File: src/rtl/store_narrow_32_pkg.sv
// rtl/store_narrow_32_pkg.sv - shared size codes and FSM encoding for the store narrower
package store_narrow_32_pkg;

    localparam logic [1:0] SIZE_BYTE = 2'b00;
    localparam logic [1:0] SIZE_HALF = 2'b01;
    localparam logic [1:0] SIZE_WORD = 2'b10;

    typedef enum logic [1:0] {
        ST_IDLE = 2'd0,
        ST_SEND = 2'd1,
        ST_ERR  = 2'd2
    } state_t;

endpackage

File: src/rtl/store_narrow_32_lane_map.sv
// rtl/store_narrow_32_lane_map.sv - combinational byte-lane replication, enables and alignment check
module store_narrow_32_lane_map
    import store_narrow_32_pkg::*;
#(
    parameter int BIG_ENDIAN = 0
) (
    input  logic [1:0]  addr_lo,
    input  logic [1:0]  size,
    input  logic [31:0] data,
    output logic [31:0] wdata,
    output logic [3:0]  be,
    output logic        illegal
);

    logic [3:0] be_le;

    always_comb begin
        wdata   = data;
        be_le   = 4'b0000;
        illegal = 1'b0;
        case (size)
            SIZE_BYTE: begin
                wdata = {4{data[7:0]}};
                be_le = 4'b0001 << addr_lo;
            end
            SIZE_HALF: begin
                wdata   = {2{data[15:0]}};
                be_le   = addr_lo[1] ? 4'b1100 : 4'b0011;
                illegal = addr_lo[0];
            end
            SIZE_WORD: begin
                be_le   = 4'b1111;
                illegal = |addr_lo;
            end
            default: illegal = 1'b1;
        endcase
    end

    // Big-endian lane order is the little-endian enable mask mirrored.
    assign be = (BIG_ENDIAN != 0) ? {be_le[0], be_le[1], be_le[2], be_le[3]} : be_le;

endmodule

File: src/rtl/store_narrow_32.sv
// rtl/store_narrow_32.sv - store-side narrower issuing one byte-enabled write per request
module store_narrow_32
    import store_narrow_32_pkg::*;
#(
    parameter int BIG_ENDIAN  = 0,
    parameter int ACK_TIMEOUT = 255
) (
    input  logic        clk,
    input  logic        rst_n,
    input  logic        req_valid,
    output logic        req_ready,
    input  logic [31:0] req_addr,
    input  logic [31:0] req_data,
    input  logic [1:0]  req_size,
    output logic        mem_wr_valid,
    input  logic        mem_wr_ready,
    output logic [31:0] mem_addr,
    output logic [31:0] mem_wdata,
    output logic [3:0]  mem_be,
    output logic        done,
    output logic        misalign_err,
    output logic        timeout_err,
    output logic [31:0] err_addr
);

    localparam logic [15:0] CNT_LAST = 16'(ACK_TIMEOUT - 1);

    state_t      state, state_nxt;
    logic [15:0] cnt;
    logic [31:0] addr_q;
    logic [31:0] wdata_q;
    logic [3:0]  be_q;
    logic [31:0] lm_wdata;
    logic [3:0]  lm_be;
    logic        lm_illegal;
    logic        accept;
    logic        acked;
    logic        expired;

    store_narrow_32_lane_map #(
        .BIG_ENDIAN(BIG_ENDIAN)
    ) u_lane_map (
        .addr_lo (req_addr[1:0]),
        .size    (req_size),
        .data    (req_data),
        .wdata   (lm_wdata),
        .be      (lm_be),
        .illegal (lm_illegal)
    );

    assign req_ready = rst_n && (state == ST_IDLE);
    assign accept    = req_valid && req_ready;
    assign acked     = (state == ST_SEND) && mem_wr_ready;
    // A ready on the expiry cycle takes priority over the timeout.
    assign expired   = (state == ST_SEND) && !mem_wr_ready && (cnt == CNT_LAST);

    assign mem_addr  = {addr_q[31:2], 2'b00};
    assign mem_wdata = wdata_q;
    assign mem_be    = (state == ST_SEND) ? be_q : 4'b0000;

    always_ff @(posedge clk) begin
        if (!rst_n) begin
            state <= ST_IDLE;
        end else begin
            state <= state_nxt;
        end
    end

    always_comb begin
        state_nxt    = state;
        mem_wr_valid = 1'b0;
        case (state)
            ST_IDLE: begin
                if (req_valid) begin
                    state_nxt = lm_illegal ? ST_ERR : ST_SEND;
                end
            end
            ST_SEND: begin
                mem_wr_valid = 1'b1;
                if (mem_wr_ready || (cnt == CNT_LAST)) begin
                    state_nxt = ST_IDLE;
                end
            end
            ST_ERR:  state_nxt = ST_IDLE;
            default: state_nxt = ST_IDLE;
        endcase
    end

    always_ff @(posedge clk) begin
        if (!rst_n) begin
            cnt          <= 16'd0;
            addr_q       <= 32'd0;
            wdata_q      <= 32'd0;
            be_q         <= 4'b0000;
            done         <= 1'b0;
            misalign_err <= 1'b0;
            timeout_err  <= 1'b0;
            err_addr     <= 32'd0;
        end else begin
            done         <= acked;
            timeout_err  <= expired;
            misalign_err <= accept && lm_illegal;

            if (accept && !lm_illegal) begin
                addr_q  <= req_addr;
                wdata_q <= lm_wdata;
                be_q    <= lm_be;
                cnt     <= 16'd0;
            end else if ((state == ST_SEND) && !mem_wr_ready) begin
                cnt <= cnt + 16'd1;
            end

            if (accept && lm_illegal) begin
                err_addr <= req_addr;
            end else if (expired) begin
                err_addr <= addr_q;
            end
        end
    end

endmodule

File: config.mk
export PLATFORM = sky130hd
export DESIGN_NAME = store_narrow_32
export DESIGN_NICKNAME = d
export VERILOG_FILES = /design/src/rtl/store_narrow_32_pkg.sv /design/src/rtl/store_narrow_32_lane_map.sv /design/src/rtl/store_narrow_32.sv
export SDC_FILE = /design/constraint.sdc
export NUM_CORES = 1
export LEC_CHECK = 0
export CORE_MARGIN = 2
export CORE_UTILIZATION = 47
export CTS_CLUSTER_DIAMETER = 150
export DETAILED_ROUTE_END_ITERATION = 16
export GPL_TIMING_DRIVEN = 0
export HOLD_SLACK_MARGIN = 0.02
export PLACE_DENSITY = 0.82
export SLEW_MARGIN = 30
export SYNTH_ARGS = -nofsm -noshare
export SYNTH_HDL_FRONTEND = slang
export SYNTH_SLANG_ARGS = --single-unit
File: constraint.sdc
create_clock -name clk -period 2.37 [get_ports clk]
set_input_delay 0.474 -clock clk [delete_from_list [all_inputs] [get_ports clk]]
set_output_delay 0.474 -clock clk [all_outputs]
set_load 0.01 [all_outputs]
==> qor_table.md, run 1 <==
| Result | Value |
| --- | --- |
| Antenna fix cells | 0 |
| Total of fill cells in the finished design | 979 |
| Number of hold-slack violations in the final timing report | 0 |
| Routed WL per cell | 16.80 um |
| Highest net fanout along the worst path | 8 |
| Clock tree sinks | 121 |
| Nature of the critical path endpoint | primary output |
| Vias | 5759 |
| Clock power frac | 46.0% |
| Final standard cell area without fillers | 0.008177 sq mm |
| Routed vias/inst | 5.570 |
| Clock tree from TritonCTS | built |
| Effective utilization at floorplan | 47.77% |
| DRT antenna net count | 0 |
| Buffers on Ports | 169 |
| Initial DRT Pass Iterations | 5 |
| Vias in the first global route | 5539 |
| Pin count of the biggest net entering global routing | 17 |
| Clock buffer depth | 2 |
| Fmax achieved | 453.5 MHz |
| Most common flop cell mapped by yosys | sky130_fd_sc_hd__dfxtp_1 |
| Final global-route overflow total | 0 |
| Reg2Reg Capture Point | err_addr[16] |
| Logic depth of the worst register-to-register path | 5 |
| Switching share of total power | 26.20% |
| Max transition margin | 55.30% |
| Clock transition at the registers of the reported paths | 60 ps |
| Cell Area, Synth | 0.005714 sq mm |
| 1st-iter DRT viols | 424 |
| Gate Count Post-Synth | 686 |
| Logic gate share of total power | 13.7% |
| Number of buffers added to fix hold violations after cts | 0 |
| Final critical path time including I/O delays and setup | 2205 ps |
| Post-layout net count | 946 |
| Overall power consumption | 0.005399 W |
| Instance area at placement | 0.007594 sq mm |
| Register-to-register setup slack | 260 ps |
| Hold-critical path depth | 3 |
| Fraction of layout instances using a drive strength above 1 | 14.32% |
| Endpoint of the worst hold-timing path | addr_q[0] |
| Part of the Yosys area used for sequential elements | 42.39% |
| Total Routing Usage GR | 27.18% |
| Synthesis-stage register bit count | 121 |
| Die height | 114.3 um |
| Die Footprint | 0.01306 sq mm |
| Arrival time of data at the critical path endpoint | 1730 ps |
| Status | complete, no violations |
| Final estimated routing congestion in global placement | 0.8607 |
| Commonest non-fill, non-tap cell in the layout | sky130_fd_sc_hd__clkdlybuf4s50_1 |
| Worst-case clock skew | 13.79 ps |
| Lkg Pwr | 2.931 nW |
| Post-route worst hold slack | 382.3 ps |
| Global-route wire length before repair | 27820 um |
| Number of flops mapped to enable cells by yosys | 0 |
| Fraction of synthesized cell area taken by the top area cell type | 42.39% |
| Cell-internal power | 0.003984 W |
| Cell type contributing the most total cell area after synthesis | sky130_fd_sc_hd__dfxtp_1 |
| Hold/Removal Path Class | in2reg |
| Slew at the pin closest to its max-slew limit | 665.3 ps |
| Final setup viols | 0 |
| Count of warnings emitted by yosys | 0 |
| Reg-to-reg critical path startpoint | state[1] |
| Cell types occupying the most area after synthesis | sky130_fd_sc_hd__dfxtp_1 42%, sky130_fd_sc_hd__nand2_1 10%, sky130_fd_sc_hd__o211ai_2 6.3% |
| Net switching power | 0.001414 W |
| H-tree depth | 4 |
| Setup crit start kind | flip-flop |
| HPWL reported at the end of detailed placement | 12440 um |
| Max-capacitance violation count | 0 |
| Final worst slack | 165.0 ps |
| Worst min-delay path startpoint | req_addr[0] |
| Setup repair after global routing missed its margin | false |
| Kind of critical path | reg2out |
| Final worst-path cycle share | 93.04% |
| Fraction of synthesis flops using an asynchronous set or reset pin | 0% |
| Row cnt | 40 |
| Routed wire length | 17380 um |
| Syn_area_per_cell | 8.330 sq um |
| Distinct cell type count of the synthesized netlist | 48 |
| Fraction of power consumed by sequential logic | 40.3% |
| Required time of the worst setup path | 1900 ps |
| Commonest non-fill, non-tap cells in the layout | 169 x sky130_fd_sc_hd__clkdlybuf4s50_1, 157 x sky130_fd_sc_hd__nand2_1, 120 x sky130_fd_sc_hd__dfxtp_1 |
| Placeable core area | 0.01196 sq mm |
| IR drop worst, VDD | 0.3634 mV |
| Total clock buffers created by CTS | 17 |
| I/O pin count | 175 |
| Clock latency of the later-clocked register in the worst-skew pair | 420 ps |
| Place WS | -212.1 ps |
| Die Wd | 114.3 um |
| Remaining design rule violation count | 0 |
| Clock root cell | sky130_fd_sc_hd__clkbuf_16 |
| Power density relative to cell area | 660.3 mW/mm^2 |
| Initial antenna violation count | 1 |
| Setup TNS Final | 0 ps |
| Final-report max-slew violation count | 0 |
| Setup Fix Bufs, Post-CTS | 0 |
| Synthesis-to-finish area growth | 43.09% |
==> flip-flops by register name, summed over array words and instances (netlist names) <==
register,count
state,2
be_q,4
mem_wdata,32
err_addr,32
misalign_err,1
addr_q,32
done,1
timeout_err,1
cnt,16
==> metal layers <==
metal | up-vias | share of wire, % | routed length, um | GRT usage [%]
li1 | 2786 | - | - | -
met1 | 2688 | 42 | 7247 | 34.03
met2 | 245 | 48 | 8312 | 44.17
met3 | 40 | 7.4 | 1292 | 6.776
met4 | 0 | 3.0 | 522 | 12.52
met5 | - | 0 | 0 | 0
==> what timing repair did <==
action                     4_1_cts  5_1_grt
setup endpoints to repair        6        3
resized for setup                3        1
pin swaps                        0        0
cloned                           0        0
==> critical path: stages, from the launching register on <==
cell,delay (ps)
sky130_fd_sc_hd__dfxtp_1,410
sky130_fd_sc_hd__nor2b_4,210
sky130_fd_sc_hd__and2_1,160
sky130_fd_sc_hd__clkdlybuf4s50_1,530
==> logic make-up (layout without fill, tap and decap cells) <==
kind of cell | count (synthesis) | count (layout) | synth area share (%)
fa+ha+maj | 2 | 2 | 0.4379
buf+inv | 97 | 297 | 9.590
simple gates | 269 | 269 | 21.00
mux | 17 | 17 | 2.978
xor+xnor | 7 | 7 | 1.073
other cells | 1 | 2 | 0.06563
flops | 121 | 121 | 42.39
compound gates | 172 | 172 | 22.47
==> synthesized netlist by cell type, types with 2 or more instances <==
cell and n:
sky130_fd_sc_hd__a211oi_1 10, sky130_fd_sc_hd__a21o_1 3, sky130_fd_sc_hd__a21oi_1 61, sky130_fd_sc_hd__a311oi_1 8, sky130_fd_sc_hd__and2_1 4, sky130_fd_sc_hd__and3_1 4, sky130_fd_sc_hd__buf_2 18, sky130_fd_sc_hd__buf_4 33
sky130_fd_sc_hd__buf_6 5, sky130_fd_sc_hd__clkbuf_1 36, sky130_fd_sc_hd__dfxtp_1 121, sky130_fd_sc_hd__ha_1 2, sky130_fd_sc_hd__inv_1 4, sky130_fd_sc_hd__mux2i_1 17, sky130_fd_sc_hd__nand2_1 157, sky130_fd_sc_hd__nand3_1 38
sky130_fd_sc_hd__nand4_1 5, sky130_fd_sc_hd__nor2_1 30, sky130_fd_sc_hd__nor2b_1 2, sky130_fd_sc_hd__nor3_1 8, sky130_fd_sc_hd__o2111ai_1 32, sky130_fd_sc_hd__o211ai_1 4, sky130_fd_sc_hd__o211ai_2 29, sky130_fd_sc_hd__o21ai_0 21
sky130_fd_sc_hd__o31ai_1 2, sky130_fd_sc_hd__or3_1 4, sky130_fd_sc_hd__or4_1 2, sky130_fd_sc_hd__xnor2_1 2, sky130_fd_sc_hd__xor2_1 5
==> layout make-up <==
cell class	instances	area, sq um	share of cell area (%)
clock inverter	13	120.1	1.469
clock buffer	19	452.9	5.539
multi-input combinational	469	2760	33.76
sequential	121	2424	29.64
tap	147	183.9	2.249
inverter	5	18.77	0.2295
buffer	91	525.5	6.427
timing repair buffer	169	1692	20.69
==> how the worst max path moves through the flow <==
stage,start,endpoint,slack (ps),depth (start not counted)
floorplan,req_addr[0],be_q[0],570,7
global placement,req_valid,err_addr[7],-210,6
detailed placement,req_valid,err_addr[9],-210,6
CTS,rst_n,req_ready,40,5
global route,req_valid,err_addr[16],80,6
finish,state[1],mem_be[0],170,3
==> power groups by stage <==
stage | logic, W | registers [W] | clock network [W]
global route | 0.000797 | 0.00218 | 0.00261
global placement | 0.000721 | 0.00221 | 0
CTS | 0.000737 | 0.00217 | 0.00251
floorplan | 0.000321 | 0.00223 | 0
finish | 0.000738 | 0.00218 | 0.00249
detailed placement | 0.000729 | 0.00222 | 0
==> through the flow <==
| step | util [%] | cells |
|---|---|---|
| after CTS | 68.38 | 1035 |
| after floorplan | - | 687 |
| final | 68.36 | 1034 |
| after detailed placement | 63.48 | 1003 |
| after global routing | 68.36 | 1034 |
| after global placement | 63.48 | 1003 |
(Power assumes the default switching activity.)
==> run 2: changes to the inputs <==
--- a/config.mk
+++ b/config.mk
@@ -5,6 +5,8 @@
 export SDC_FILE = /design/constraint.sdc
 export NUM_CORES = 1
 export LEC_CHECK = 0
+export CAP_MARGIN = 30
+export CORE_ASPECT_RATIO = 1.75
 export CORE_MARGIN = 2
 export CORE_UTILIZATION = 47
 export CTS_CLUSTER_DIAMETER = 150
==> qor_table.md, run 2 (synthesis gave the netlist of run 1 again) <==
| Result | Value |
| --- | --- |
| Status | complete, no violations |
| Final estimated routing congestion in global placement | 0.8401 |
| Clock tree sinks | 121 |
| Antenna fix cells | 0 |
| Post-layout net count | 946 |
| Total Routing Usage GR | 27.27% |
| Fraction of layout instances using a drive strength above 1 | 13.67% |
| Highest net fanout along the worst path | 8 |
| Final critical path time including I/O delays and setup | 2276 ps |
| Initial antenna violation count | 0 |
| Clock power frac | 47.4% |
| Buffers on Ports | 169 |
| Lkg Pwr | 2.952 nW |
| Setup crit start kind | flip-flop |
| Max transition margin | 48.03% |
| Overall power consumption | 0.005541 W |
| Worst-case clock skew | 9.076 ps |
| Startpoint of the most critical setup path | state[0] |
| Worst path slowest cell | sky130_fd_sc_hd__clkdlybuf4s50_1 |
| Nature of the critical path endpoint | primary output |
| Required time of the worst setup path | 1900 ps |
| Synthesis-to-finish area growth | 43.14% |
| Place WS | -242.6 ps |
| I/O pin count | 175 |
| Crit-path max cell delay | 530 ps |
| Capture point of the worst path | mem_be[1] |
| Global-route wire length before repair | 27700 um |
| Final-report max-slew violation count | 0 |
| Final setup viols | 0 |
| Vias | 5815 |
| Final worst slack | 93.97 ps |
| Row cnt | 53 |
| Setup repair after global routing missed its margin | false |
| Register-to-register setup slack | 190 ps |
| Net switching power | 0.001338 W |
| Setup TNS Final | 0 ps |
| Vias in the first global route | 5697 |
| Cell-internal power | 0.004203 W |
| Remaining design rule violation count | 0 |
| Final cell count without fillers | 1022 |
| DRT antenna net count | 0 |
| Routed vias/inst | 5.690 |
| Die height | 149.9 um |
| Logic depth of the worst register-to-register path | 5 |
| Total clock buffers created by CTS | 17 |
| Placed Instances | 993 |
| Kind of critical path | reg2out |
| Hold/Removal Path Class | in2reg |
| Routed WL per cell | 17.39 um |
| Arrival time of data at the critical path endpoint | 1800 ps |
| Number of buffers added to fix hold violations after cts | 0 |
| Commonest non-fill, non-tap cell in the layout | sky130_fd_sc_hd__clkdlybuf4s50_1 |
| Logic gate share of total power | 13.3% |
| 1st-iter DRT viols | 319 |
| Reg-to-reg critical path startpoint | state[1] |
| Clock latency of the later-clocked register in the worst-skew pair | 420 ps |
| Reg2Reg Capture Point | err_addr[31] |
| Clock buffer depth | 2 |
| Max-capacitance violation count | 0 |
| Switching share of total power | 24.15% |
| Slew at the pin closest to its max-slew limit | 773.6 ps |
| Placeable core area | 0.01194 sq mm |
| H-tree depth | 4 |
| Clock transition at the registers of the reported paths | 60 ps |
| HPWL reported at the end of detailed placement | 12860 um |
| Setup Fix Bufs, Post-CTS | 0 |
| Fmax achieved | 439.4 MHz |
| Die Footprint | 0.01309 sq mm |
| Sequence of cells on the critical path | nor2b_4 -> and2_1 -> clkdlybuf4s50_1 |
| Clock root cell | sky130_fd_sc_hd__clkbuf_16 |
| Power density relative to cell area | 677.5 mW/mm^2 |
| Number of hold-slack violations in the final timing report | 0 |
| Die Wd | 87.35 um |
| Effective utilization at floorplan | 47.87% |
| Initial DRT Pass Iterations | 5 |
| Pin count of the biggest net entering global routing | 17 |
| Clock tree from TritonCTS | built |
| Commonest non-fill, non-tap cells in the layout | 169 x sky130_fd_sc_hd__clkdlybuf4s50_1, 157 x sky130_fd_sc_hd__nand2_1, 121 x sky130_fd_sc_hd__dfxtp_1 |
| Routed wire length | 17770 um |
| Final global-route overflow total | 0 |
| Number of resized instances in the post-cts repair step | 1 |
| Final worst-path cycle share | 96.03% |
| Fraction of power consumed by sequential logic | 39.3% |
| IR drop worst, VDD | 0.5617 mV |
-- run 2: final cells by class --
type / instances / area [sq um]
plain buffers: 91 / 525.5
well taps: 137 / 171.4
fillers: 959 / 3757
repair buffers: 169 / 1692
clock inverters: 8 / 120.1
flip-flops and latches: 121 / 2422
clock buffers: 22 / 474.2
multi-input cells: 469 / 2755
inverters: 5 / 18.77
-- run 2: worst min path at each step --
stage                   endpoint          from  cells past startpoint  slack [ps]
floorplan                be_q[2]       be_q[2]                      2         430
global placement    mem_wdata[3]  mem_wdata[3]                      2         440
detailed placement  mem_wdata[2]  mem_wdata[2]                      2         450
CTS                    addr_q[0]   req_addr[0]                      3         370
global route           addr_q[0]   req_addr[0]                      3         390
finish                 addr_q[0]   req_addr[0]                      3         380
-- run 2: worst max-delay path: cells and delay by family (launching register included) --
| kind | cells | cell delay [ps] |
|---|---|---|
| buffers and inverters | 1 | 530 |
| AND/OR/NAND/NOR | 2 | 380 |
| flip-flops | 1 | 470 |
-- run 2: metrics by stage --
step / area (sq um) / utilization, % / hold WS, ps
3_5_place_dp: 7581 / 63.51 / 447.7
4_1_cts: 8178 / 68.51 / 374.4
6_report: 8179 / 68.52 / 379.7
5_1_grt: 8179 / 68.52 / 385.1
2_1_floorplan: 5718 / - / 427.3
3_3_place_gp: 7581 / 63.51 / 441.1
-- run 2: power groups by stage --
| stage | combinational [W] | sequential, W | clock [W] |
|---|---|---|---|
| floorplan | 0.000321 | 0.00223 | 0 |
| global placement | 0.000723 | 0.00222 | 0 |
| detailed placement | 0.000730 | 0.00222 | 0 |
| CTS | 0.000736 | 0.00218 | 0.00263 |
| global route | 0.000793 | 0.00219 | 0.00273 |
| finish | 0.000736 | 0.00218 | 0.00263 |
-- run 2: routing by layer --
metal | track usage [%] | vias to the layer above | wire length, um
li1 | - | 2764 | -
met1 | 29.04 | 2735 | 6375
met2 | 48.41 | 253 | 9489
met3 | 5.626 | 63 | 1037
met4 | 15.69 | 0 | 871
met5 | 0 | - | 0
